[config.mk]
export PLATFORM = sky130hd
export DESIGN_NAME = text_console_flat
export DESIGN_NICKNAME = d
export VERILOG_FILES = /design/src/rtl/text_console_pkg.sv /design/src/rtl/text_console_if.sv /design/src/rtl/text_console_cursor.sv /design/src/rtl/text_console.sv /design/src/flat_wrapper.sv
export SDC_FILE = /design/constraint.sdc
export NUM_CORES = 1
export LEC_CHECK = 0
export CAP_MARGIN = 30
export CELL_PAD_IN_SITES_DETAIL_PLACEMENT = 0
export CELL_PAD_IN_SITES_GLOBAL_PLACEMENT = 1
export CORE_UTILIZATION = 42
export DETAILED_ROUTE_END_ITERATION = 8
export GPL_ROUTABILITY_DRIVEN = 0
export HOLD_SLACK_MARGIN = 0.06
export PLACE_DENSITY_LB_ADDON = 0.1
export SETUP_SLACK_MARGIN = 0.3
export SLEW_MARGIN = 20
export SYNTH_ARGS = -nofsm -noshare
export SYNTH_HDL_FRONTEND = slang
export SYNTH_SLANG_ARGS = --single-unit
[constraint.sdc]
create_clock -name clock -period 4.65 [get_ports clock]
set_input_delay 0.6975 -clock clock [delete_from_list [all_inputs] [get_ports clock]]
set_output_delay 0.6975 -clock clock [all_outputs]
set_load 0.005 [all_outputs]
[src/rtl/text_console_pkg.sv]
// Shared types and constants for the text console: control characters, FSM states,
// cursor operations, holding-buffer entry and status register bit positions.
package coffee_console_pkg;

    localparam logic [7:0] CH_SPACE = 8'h20;
    localparam logic [7:0] CH_LF    = 8'h0A;
    localparam logic [7:0] CH_CR    = 8'h0D;
    localparam logic [7:0] CH_BS    = 8'h08;
    localparam logic [7:0] CH_FF    = 8'h0C;
    localparam logic [7:0] CH_TAB   = 8'h09;

    localparam int ST_DROP    = 31;
    localparam int ST_BUSY    = 30;
    localparam int ST_ROW_LSB = 8;
    localparam int ST_COL_LSB = 0;

    typedef enum logic [1:0] {
        IDLE,
        EXEC,
        CLEAR,
        RECALC
    } con_state_e;

    typedef enum logic [2:0] {
        OP_NONE,
        OP_ADVANCE,
        OP_NEWLINE,
        OP_CR,
        OP_BACK,
        OP_HOME,
        OP_LOAD,
        OP_TAB
    } cur_op_e;

    typedef struct packed {
        logic       vld;
        logic [7:0] data;
    } hold_t;

    function automatic logic is_printable(input logic [7:0] b);
        return (b >= 8'h20) && (b <= 8'h7E);
    endfunction

endpackage

[src/rtl/text_console_if.sv]
// CPU write bus plus char_ram write port and status, bundled for the text console.
interface text_console_if;
    logic [15:0] cpu_addr;
    logic [31:0] cpu_data;
    logic        cpu_wren;
    logic [11:0] char_addr;
    logic [7:0]  char_data;
    logic        char_wren;
    logic        busy;
    logic [31:0] status;

    modport master (
        output cpu_addr, cpu_data, cpu_wren,
        input  char_addr, char_data, char_wren, busy, status
    );

    modport slave (
        input  cpu_addr, cpu_data, cpu_wren,
        output char_addr, char_data, char_wren, busy, status
    );
endinterface

[src/rtl/text_console_cursor.sv]
// Cursor register set (row, col, row_base = row*COLS). row_base is only ever stepped by
// +COLS or zeroed; after a load it is rebuilt one row per cycle while recalc_busy is high.
module console_cursor
    import coffee_console_pkg::*;
#(
    parameter int COLS  = 80,
    parameter int ROWS  = 30,
    parameter int TAB_W = 8
) (
    input  logic        clock,
    input  logic        nRst,
    input  cur_op_e     op,
    input  logic [7:0]  load_row,
    input  logic [7:0]  load_col,
    output logic [7:0]  row,
    output logic [7:0]  col,
    output logic [11:0] row_base,
    output logic        recalc_busy
);
    localparam logic [7:0]  LAST_COL = 8'(COLS - 1);
    localparam logic [7:0]  LAST_ROW = 8'(ROWS - 1);
    localparam logic [11:0] COLS_W   = 12'(COLS);

    logic [7:0]  calc_row;
    logic [7:0]  row_n, col_n, calc_n;
    logic [11:0] base_n;
    logic [7:0]  nl_row;
    logic [11:0] nl_base;
    logic [8:0]  tab_col;

    assign recalc_busy = (calc_row != row);

    always_comb begin
        nl_row  = (row == LAST_ROW) ? 8'd0 : row + 8'd1;
        nl_base = (row == LAST_ROW) ? 12'd0 : row_base + COLS_W;
        tab_col = 9'(col) - 9'(col % 8'(TAB_W)) + 9'(TAB_W);

        row_n  = row;
        col_n  = col;
        base_n = row_base;
        calc_n = calc_row;
        case (op)
            OP_ADVANCE: begin
                if (col == LAST_COL) begin
                    col_n  = 8'd0;
                    row_n  = nl_row;
                    base_n = nl_base;
                end else begin
                    col_n = col + 8'd1;
                end
            end
            OP_NEWLINE: begin
                col_n  = 8'd0;
                row_n  = nl_row;
                base_n = nl_base;
            end
            OP_CR:   col_n = 8'd0;
            OP_BACK: if (col != 8'd0) col_n = col - 8'd1;
            OP_HOME: begin
                row_n  = 8'd0;
                col_n  = 8'd0;
                base_n = 12'd0;
            end
            OP_LOAD: begin
                row_n  = (load_row > LAST_ROW) ? LAST_ROW : load_row;
                col_n  = (load_col > LAST_COL) ? LAST_COL : load_col;
                base_n = 12'd0;
                calc_n = 8'd0;
            end
            OP_TAB: begin
                if (tab_col > 9'(LAST_COL)) begin
                    col_n  = 8'd0;
                    row_n  = nl_row;
                    base_n = nl_base;
                end else begin
                    col_n = tab_col[7:0];
                end
            end
            default: begin
                // Idle cycles rebuild row_base after a load, one row at a time.
                if (calc_row != row) begin
                    base_n = row_base + COLS_W;
                    calc_n = calc_row + 8'd1;
                end
            end
        endcase
        if (op != OP_NONE && op != OP_LOAD) calc_n = row_n;
    end

    always_ff @(posedge clock or negedge nRst) begin
        if (!nRst) begin
            row      <= 8'd0;
            col      <= 8'd0;
            row_base <= 12'd0;
            calc_row <= 8'd0;
        end else begin
            row      <= row_n;
            col      <= col_n;
            row_base <= base_n;
            calc_row <= calc_n;
        end
    end

endmodule

[src/rtl/text_console.sv]
// Byte-write CPU peripheral driving the char_ram write port: cursor, control codes,
// clear-screen sweep and a one-entry holding buffer. Build macro: CONSOLE_TAB_EN enables 0x09 tabs.
module text_console
    import coffee_console_pkg::*;
#(
    parameter int          COLS      = 80,
    parameter int          ROWS      = 30,
    parameter logic [15:0] CHAR_ADDR = 16'hFFFE,
    parameter logic [15:0] CTRL_ADDR = 16'hFFFD,
    parameter int          TAB_W     = 8
) (
    input logic           clock,
    input logic           nRst,
    text_console_if.slave bus
);
`ifdef CONSOLE_TAB_EN
    localparam bit TAB_EN = 1'b1;
`else
    localparam bit TAB_EN = 1'b0;
`endif
    localparam logic [11:0] LAST_CELL = 12'(ROWS * COLS - 1);

    con_state_e  state, state_n;
    hold_t       hold_q;
    logic        drop_q;
    logic [11:0] char_addr_q;
    logic [7:0]  char_data_q;
    logic        char_wren_q;

    logic [7:0]  row, col;
    logic [11:0] row_base;
    logic        recalc_busy;
    cur_op_e     cur_op, exec_op;

    logic        accept_char, accept_ctrl, load_req;
    logic        exec_vld, exec_wr, exec_clr, clear_last, busy;
    logic [7:0]  exec_byte, exec_data;
    logic [11:0] exec_addr;
    logic [31:0] status_w;
    logic        unused_ctrl_bits;

    assign unused_ctrl_bits = ^bus.cpu_data[29:16];

    assign accept_char = bus.cpu_wren && (bus.cpu_addr == CHAR_ADDR);
    assign accept_ctrl = bus.cpu_wren && (bus.cpu_addr == CTRL_ADDR) && (state != CLEAR);
    assign load_req    = accept_ctrl && bus.cpu_data[30];
    // A cursor load in the same cycle as a buffered byte wins; the byte runs after the reload.
    assign exec_vld    = (state == IDLE) && !load_req && (hold_q.vld || accept_char);
    assign exec_byte   = hold_q.vld ? hold_q.data : bus.cpu_data[7:0];
    assign clear_last  = (state == CLEAR) && (char_addr_q == LAST_CELL);

    always_comb begin
        exec_op   = OP_NONE;
        exec_wr   = 1'b0;
        exec_clr  = 1'b0;
        exec_data = exec_byte;
        exec_addr = row_base + 12'(col);
        if (is_printable(exec_byte)) begin
            exec_op = OP_ADVANCE;
            exec_wr = 1'b1;
        end else begin
            case (exec_byte)
                CH_LF: exec_op = OP_NEWLINE;
                CH_CR: exec_op = OP_CR;
                CH_BS: begin
                    if (col != 8'd0) begin
                        exec_op   = OP_BACK;
                        exec_wr   = 1'b1;
                        exec_data = CH_SPACE;
                        exec_addr = row_base + 12'(col) - 12'd1;
                    end
                end
                CH_FF:   exec_clr = 1'b1;
                CH_TAB:  if (TAB_EN) exec_op = OP_TAB;
                default: ;
            endcase
        end
    end

    always_comb begin
        cur_op = OP_NONE;
        if (load_req)        cur_op = OP_LOAD;
        else if (clear_last) cur_op = OP_HOME;
        else if (exec_vld)   cur_op = exec_op;
    end

    always_comb begin
        state_n = state;
        case (state)
            IDLE: begin
                if (load_req)      state_n = RECALC;
                else if (exec_vld) state_n = exec_clr ? CLEAR : EXEC;
            end
            EXEC:    state_n = load_req ? RECALC : IDLE;
            CLEAR:   if (clear_last) state_n = IDLE;
            RECALC:  if (!load_req && !recalc_busy) state_n = IDLE;
            default: state_n = IDLE;
        endcase
    end

    always_ff @(posedge clock or negedge nRst) begin
        if (!nRst) state <= IDLE;
        else       state <= state_n;
    end

    always_ff @(posedge clock or negedge nRst) begin
        if (!nRst) begin
            hold_q <= '0;
            drop_q <= 1'b0;
        end else begin
            if (accept_ctrl && bus.cpu_data[31]) drop_q <= 1'b0;
            if (exec_vld && hold_q.vld) begin
                hold_q <= accept_char ? '{vld: 1'b1, data: bus.cpu_data[7:0]} : '0;
            end else if (accept_char && !exec_vld) begin
                if (!hold_q.vld) hold_q <= '{vld: 1'b1, data: bus.cpu_data[7:0]};
                else             drop_q <= 1'b1;
            end
        end
    end

    // The clear sweep uses char_addr itself as its address counter.
    always_ff @(posedge clock or negedge nRst) begin
        if (!nRst) begin
            char_addr_q <= 12'd0;
            char_data_q <= 8'd0;
            char_wren_q <= 1'b0;
        end else if (state == CLEAR) begin
            if (clear_last) char_wren_q <= 1'b0;
            else            char_addr_q <= char_addr_q + 12'd1;
        end else begin
            char_wren_q <= 1'b0;
            if (exec_vld && exec_clr) begin
                char_wren_q <= 1'b1;
                char_addr_q <= 12'd0;
                char_data_q <= CH_SPACE;
            end else if (exec_vld && exec_wr) begin
                char_wren_q <= 1'b1;
                char_addr_q <= exec_addr;
                char_data_q <= exec_data;
            end
        end
    end

    console_cursor #(
        .COLS  (COLS),
        .ROWS  (ROWS),
        .TAB_W (TAB_W)
    ) u_cursor (
        .clock       (clock),
        .nRst        (nRst),
        .op          (cur_op),
        .load_row    (bus.cpu_data[15:8]),
        .load_col    (bus.cpu_data[7:0]),
        .row         (row),
        .col         (col),
        .row_base    (row_base),
        .recalc_busy (recalc_busy)
    );

    assign busy = (state == CLEAR) || (state == RECALC) || hold_q.vld;

    always_comb begin
        status_w                    = '0;
        status_w[ST_DROP]           = drop_q;
        status_w[ST_BUSY]           = busy;
        status_w[ST_ROW_LSB +: 8]   = row;
        status_w[ST_COL_LSB +: 8]   = col;
    end

    assign bus.char_addr = char_addr_q;
    assign bus.char_data = char_data_q;
    assign bus.char_wren = char_wren_q;
    assign bus.busy      = busy;
    assign bus.status    = status_w;

endmodule

[src/flat_wrapper.sv]
// flat-port wrapper written by rule: the top's interface ports become plain ports
module text_console_flat import coffee_console_pkg::*;
#(
    parameter int          COLS      = 80,
    parameter int          ROWS      = 30,
    parameter logic [15:0] CHAR_ADDR = 16'hFFFE,
    parameter logic [15:0] CTRL_ADDR = 16'hFFFD,
    parameter int          TAB_W     = 8
)
  (clock, nRst, bus_cpu_addr, bus_cpu_data, bus_cpu_wren, bus_char_addr, bus_char_data, bus_char_wren, bus_busy, bus_status);
  text_console_if bus_i ();
  input logic clock;
  input logic nRst;
  input wire logic [$bits(bus_i.cpu_addr)-1:0] bus_cpu_addr;
  input wire logic [$bits(bus_i.cpu_data)-1:0] bus_cpu_data;
  input wire logic [$bits(bus_i.cpu_wren)-1:0] bus_cpu_wren;
  output wire logic [$bits(bus_i.char_addr)-1:0] bus_char_addr;
  output wire logic [$bits(bus_i.char_data)-1:0] bus_char_data;
  output wire logic [$bits(bus_i.char_wren)-1:0] bus_char_wren;
  output wire logic [$bits(bus_i.busy)-1:0] bus_busy;
  output wire logic [$bits(bus_i.status)-1:0] bus_status;
  assign bus_i.cpu_addr = bus_cpu_addr;
  assign bus_i.cpu_data = bus_cpu_data;
  assign bus_i.cpu_wren = bus_cpu_wren;
  assign bus_char_addr = bus_i.char_addr;
  assign bus_char_data = bus_i.char_data;
  assign bus_char_wren = bus_i.char_wren;
  assign bus_busy = bus_i.busy;
  assign bus_status = bus_i.status;
  text_console #(.COLS(COLS), .ROWS(ROWS), .CHAR_ADDR(CHAR_ADDR), .CTRL_ADDR(CTRL_ADDR), .TAB_W(TAB_W)) u_core (.clock(clock), .nRst(nRst), .bus(bus_i));
endmodule
==> summary.txt <==
Critical path
  – Critical Path Source: bus_cpu_data[5]
  – WP data arrival: 3.67 ns
  – Required @ worst endpoint: 4.88 ns
  – Critical Path Source Type: input port
  – RR Startpoint: u_core.hold_q[8]$_DFFE_PN0P_
  – CP max FO: 6
  – Worst Setup End Kind: flop
  – Kind of critical path: input port to flop

Clock network
  – Post-CTS Hold Buffers: 0
  – Clk sinks: 65
  – TritonCTS clock tree: yes
  – Skew-Pair Late Insertion Delay: 0.35 ns
  – Post CTS Setup Buffer Count: 0
  – CTS Root Cell: clkbuf_16
  – Clock Tree Buf Depth: 2
  – Htree depth: 3
  – CTS buffer count: 9
  – Worst-path clk slew: 0.06 ns
  – Post-CTS sizing: 0

Power
  – Clk pwr share: 0.372
  – Reg power frac: 0.387
  – Net Sw Power: 564 uW
  – PD cells: 299 mW/mm^2
  – Combinational fraction of design power: 0.241
  – Int Pwr: 1.31 mW
  – LEAKAGE: 2.62 nW
  – Peak supply drop: 0.201 mV
  – Net Sw Frac: 0.301

Floorplan
  – Chip Width: 113 um
  – Die Y: 113 um
  – Core area: 0.0120 mm^2
  – Rows: 40
  – Starting Density: 0.430
  – Num ports: 105
  – Die area: 0.0127 mm^2

Placement
  – Dpl hpwl: 11.1 mm
  – IO Port Bufs: 76

Synthesis
  – Commonest cells in the netlist: dfrtp_1 (65), o21ai_0 (63), nor2_1 (46), nand3_1 (45), nand2_1 (37)
  – Post-synth top area share: 0.316
  – Top FF cell, synth: dfrtp_1
  – Post-synthesis cell count: 615
  – Post-synthesis async set-or-reset flop share: 1.00
  – Register area share after synthesis: 0.316
  – Synthesis Warnings: 0
  – Synthesized cell area: 0.00514 mm^2
  – Largest cells by area after synthesis: dfrtp_1 (32%), o21ai_0 (6.1%), ha_1 (5.1%)
  – Post-synth EDFFs: 0
  – Yosys top cell by area: dfrtp_1
  – #FFs+latches synth: 65
  – Most numerous cell in the Yosys netlist: dfrtp_1
  – Unique masters post-synth: 78
  – Synth Area per Inst: 8.36 um^2

Route
  – Total wire length: 14.7 mm
  – DRC: 0
  – Initial DRT Pass Iterations: 5
  – Uppermost layer routed: met4
  – Antenna Nets Post-Route: 0
  – Vias per cell: 5.94
  – WL met3: 675 um
  – Vias: 4964
  – Initial drt markers: 366
  – WL met2: 6.96 mm
  – Wire length per cell: 17.6 um
  – Post-Route M1 WL: 6.76 mm

Timing
  – Final Cycle Share: 0.739
  – Worst Clk Skew: 0.00817 ns
  – Crit path time final: 3.44 ns
  – Worst-margin pin slew: 0.799 ns
  – RSZ-0062 raised after global routing: false
  – Slew Viols, Final: 0
  – Aggregate negative setup slack: 0 ns
  – Hold Vio Cnt, Final: 0
  – F_max: 291 MHz
  – Final setup violation count: 0
  – Rel. slew slack: 0.460

Global route
  – Antenna violations before repair: 0
  – Number of global-route vias before repair: 4793
  – First-pass GRT wire length: 24.4 mm
  – GR Overflow Total: 0
  – Gr usage total: 0.245
  – Pin count of the biggest net entering global routing: 35

Worst hold path
  – Hold Crit Class: input port to asynchronous set/reset pin

Status
  – Status: finished, final reports clean

Finish
  – Area growth syn-to-layout: 21.9%
  – Final #Nets: 756
  – Ant diodes: 0
  – FILL cells: 1126
  – Layout cells sized above 1: 0.0669
  – Final core utilization: 0.524

Job
  – MaxCap Viol Count: 0
-- cell type report --
type	count	area, um^2	area share
timing repair buffer	85	831	0.133
tap	147	184	0.0294
multi-input combinational	498	3230	0.516
clock inverter	3	40.0	0.00639
sequential	65	1630	0.260
inverter	25	93.8	0.0150
clock buffer	12	256	0.0409
-- metal layers --
layer,up-vias,GRT usage
met5,-,0
met4,0,0.102
met3,25,0.0308
met2,137,0.397
met1,2404,0.329
li1,2398,-
-- worst paths after layout --
| kind | slack [ns] | endpoint | cells past startpoint |
|---|---|---|---|
| min in group clock | 0.48 | u_core.bus.char_data[1]$_DFFE_PN0P_ | 2 |
| max reg2reg | 1.43 | u_core.bus.char_addr[9]$_DFFE_PN0P_ | 9 |
| min | 0.45 | u_core.bus.char_addr[3]$_DFFE_PN0P_ | 1 |
| max | 1.21 | u_core.bus.char_addr[9]$_DFFE_PN0P_ | 9 |
| min reg2reg | 0.48 | u_core.bus.char_data[1]$_DFFE_PN0P_ | 2 |
| max in group asynchronous | 3.23 | u_core.bus.char_wren$_DFFE_PN0P_ | 2 |
-- worst max-delay path, stage by stage --
cell	delay, ns
clkdlybuf4s50_1	0.56
nor3_1	0.37
o22a_2	0.25
nand3_1	0.25
nor4b_1	0.75
nand2_1	0.19
mux2i_1	0.17
xor2_1	0.16
o311ai_0	0.27
-- cell usage in the layout, fill, tap and decap left out, types with 6 or more instances in the layout --
cell	n
xor2_1	10
a21oi_1	23
clkbuf_16	9
nand2b_1	9
clkdlybuf4s50_1	75
and4_1	6
inv_1	25
dfrtp_1	65
o21ai_0	63
nor3_1	12
nand3_1	45
and2_1	10
ha_1	21
nor2b_1	7
and3_1	14
mux2i_1	13
nand2_1	37
buf_4	8
a31oi_1	11
conb_1	14
xnor2_1	21
nor2_1	46
a22o_1	6
a21o_1	7
o211ai_1	9
nand4_1	20
-- registers in the layout (all words and copies together), names as in the netlist --
name,cells
u_core.u_cursor.col,8
u_core.state,2
u_core.u_cursor.calc_row,8
u_core.bus.char_addr,12
u_core.bus.char_wren,1
u_core.u_cursor.row_base,8
u_core.bus.char_data,8
u_core.drop_q,1
u_core.hold_q,9
u_core.u_cursor.row,8
-- power by group through the flow --
stage	combinational, mW	clock (mW)	sequential [mW]
after floorplan	0.353	0	0.703
after global routing	0.507	0.733	0.734
after global placement	0.440	0	0.730
final	0.451	0.697	0.724
after CTS	0.457	0.703	0.722
after detailed placement	0.453	0	0.731
-- cell families after synthesis --
kind of cell	share of synthesized area
AND/OR/NAND/NOR	0.252
AO/OA/AOI/OAI	0.231
flip-flops	0.316
buffers and inverters	0.0638
XOR/XNOR	0.0528
adder cells (fa/ha/maj)	0.0511
multiplexers	0.0319
other	0.000730
-- stage by stage --
stage	total power [mW]	hold slack [ns]	setup WS [ns]	cells	area [um^2]
floorplan	1.06	0.402	1.85	628	5190
finish	1.87	0.446	1.21	835	6270
global route	1.97	0.500	0.981	835	6270
global placement	1.17	0.461	0.924	819	5950
detailed placement	1.18	0.469	0.903	819	5950
CTS	1.88	0.461	1.08	834	6250
Power figures use the tool's default switching activity.
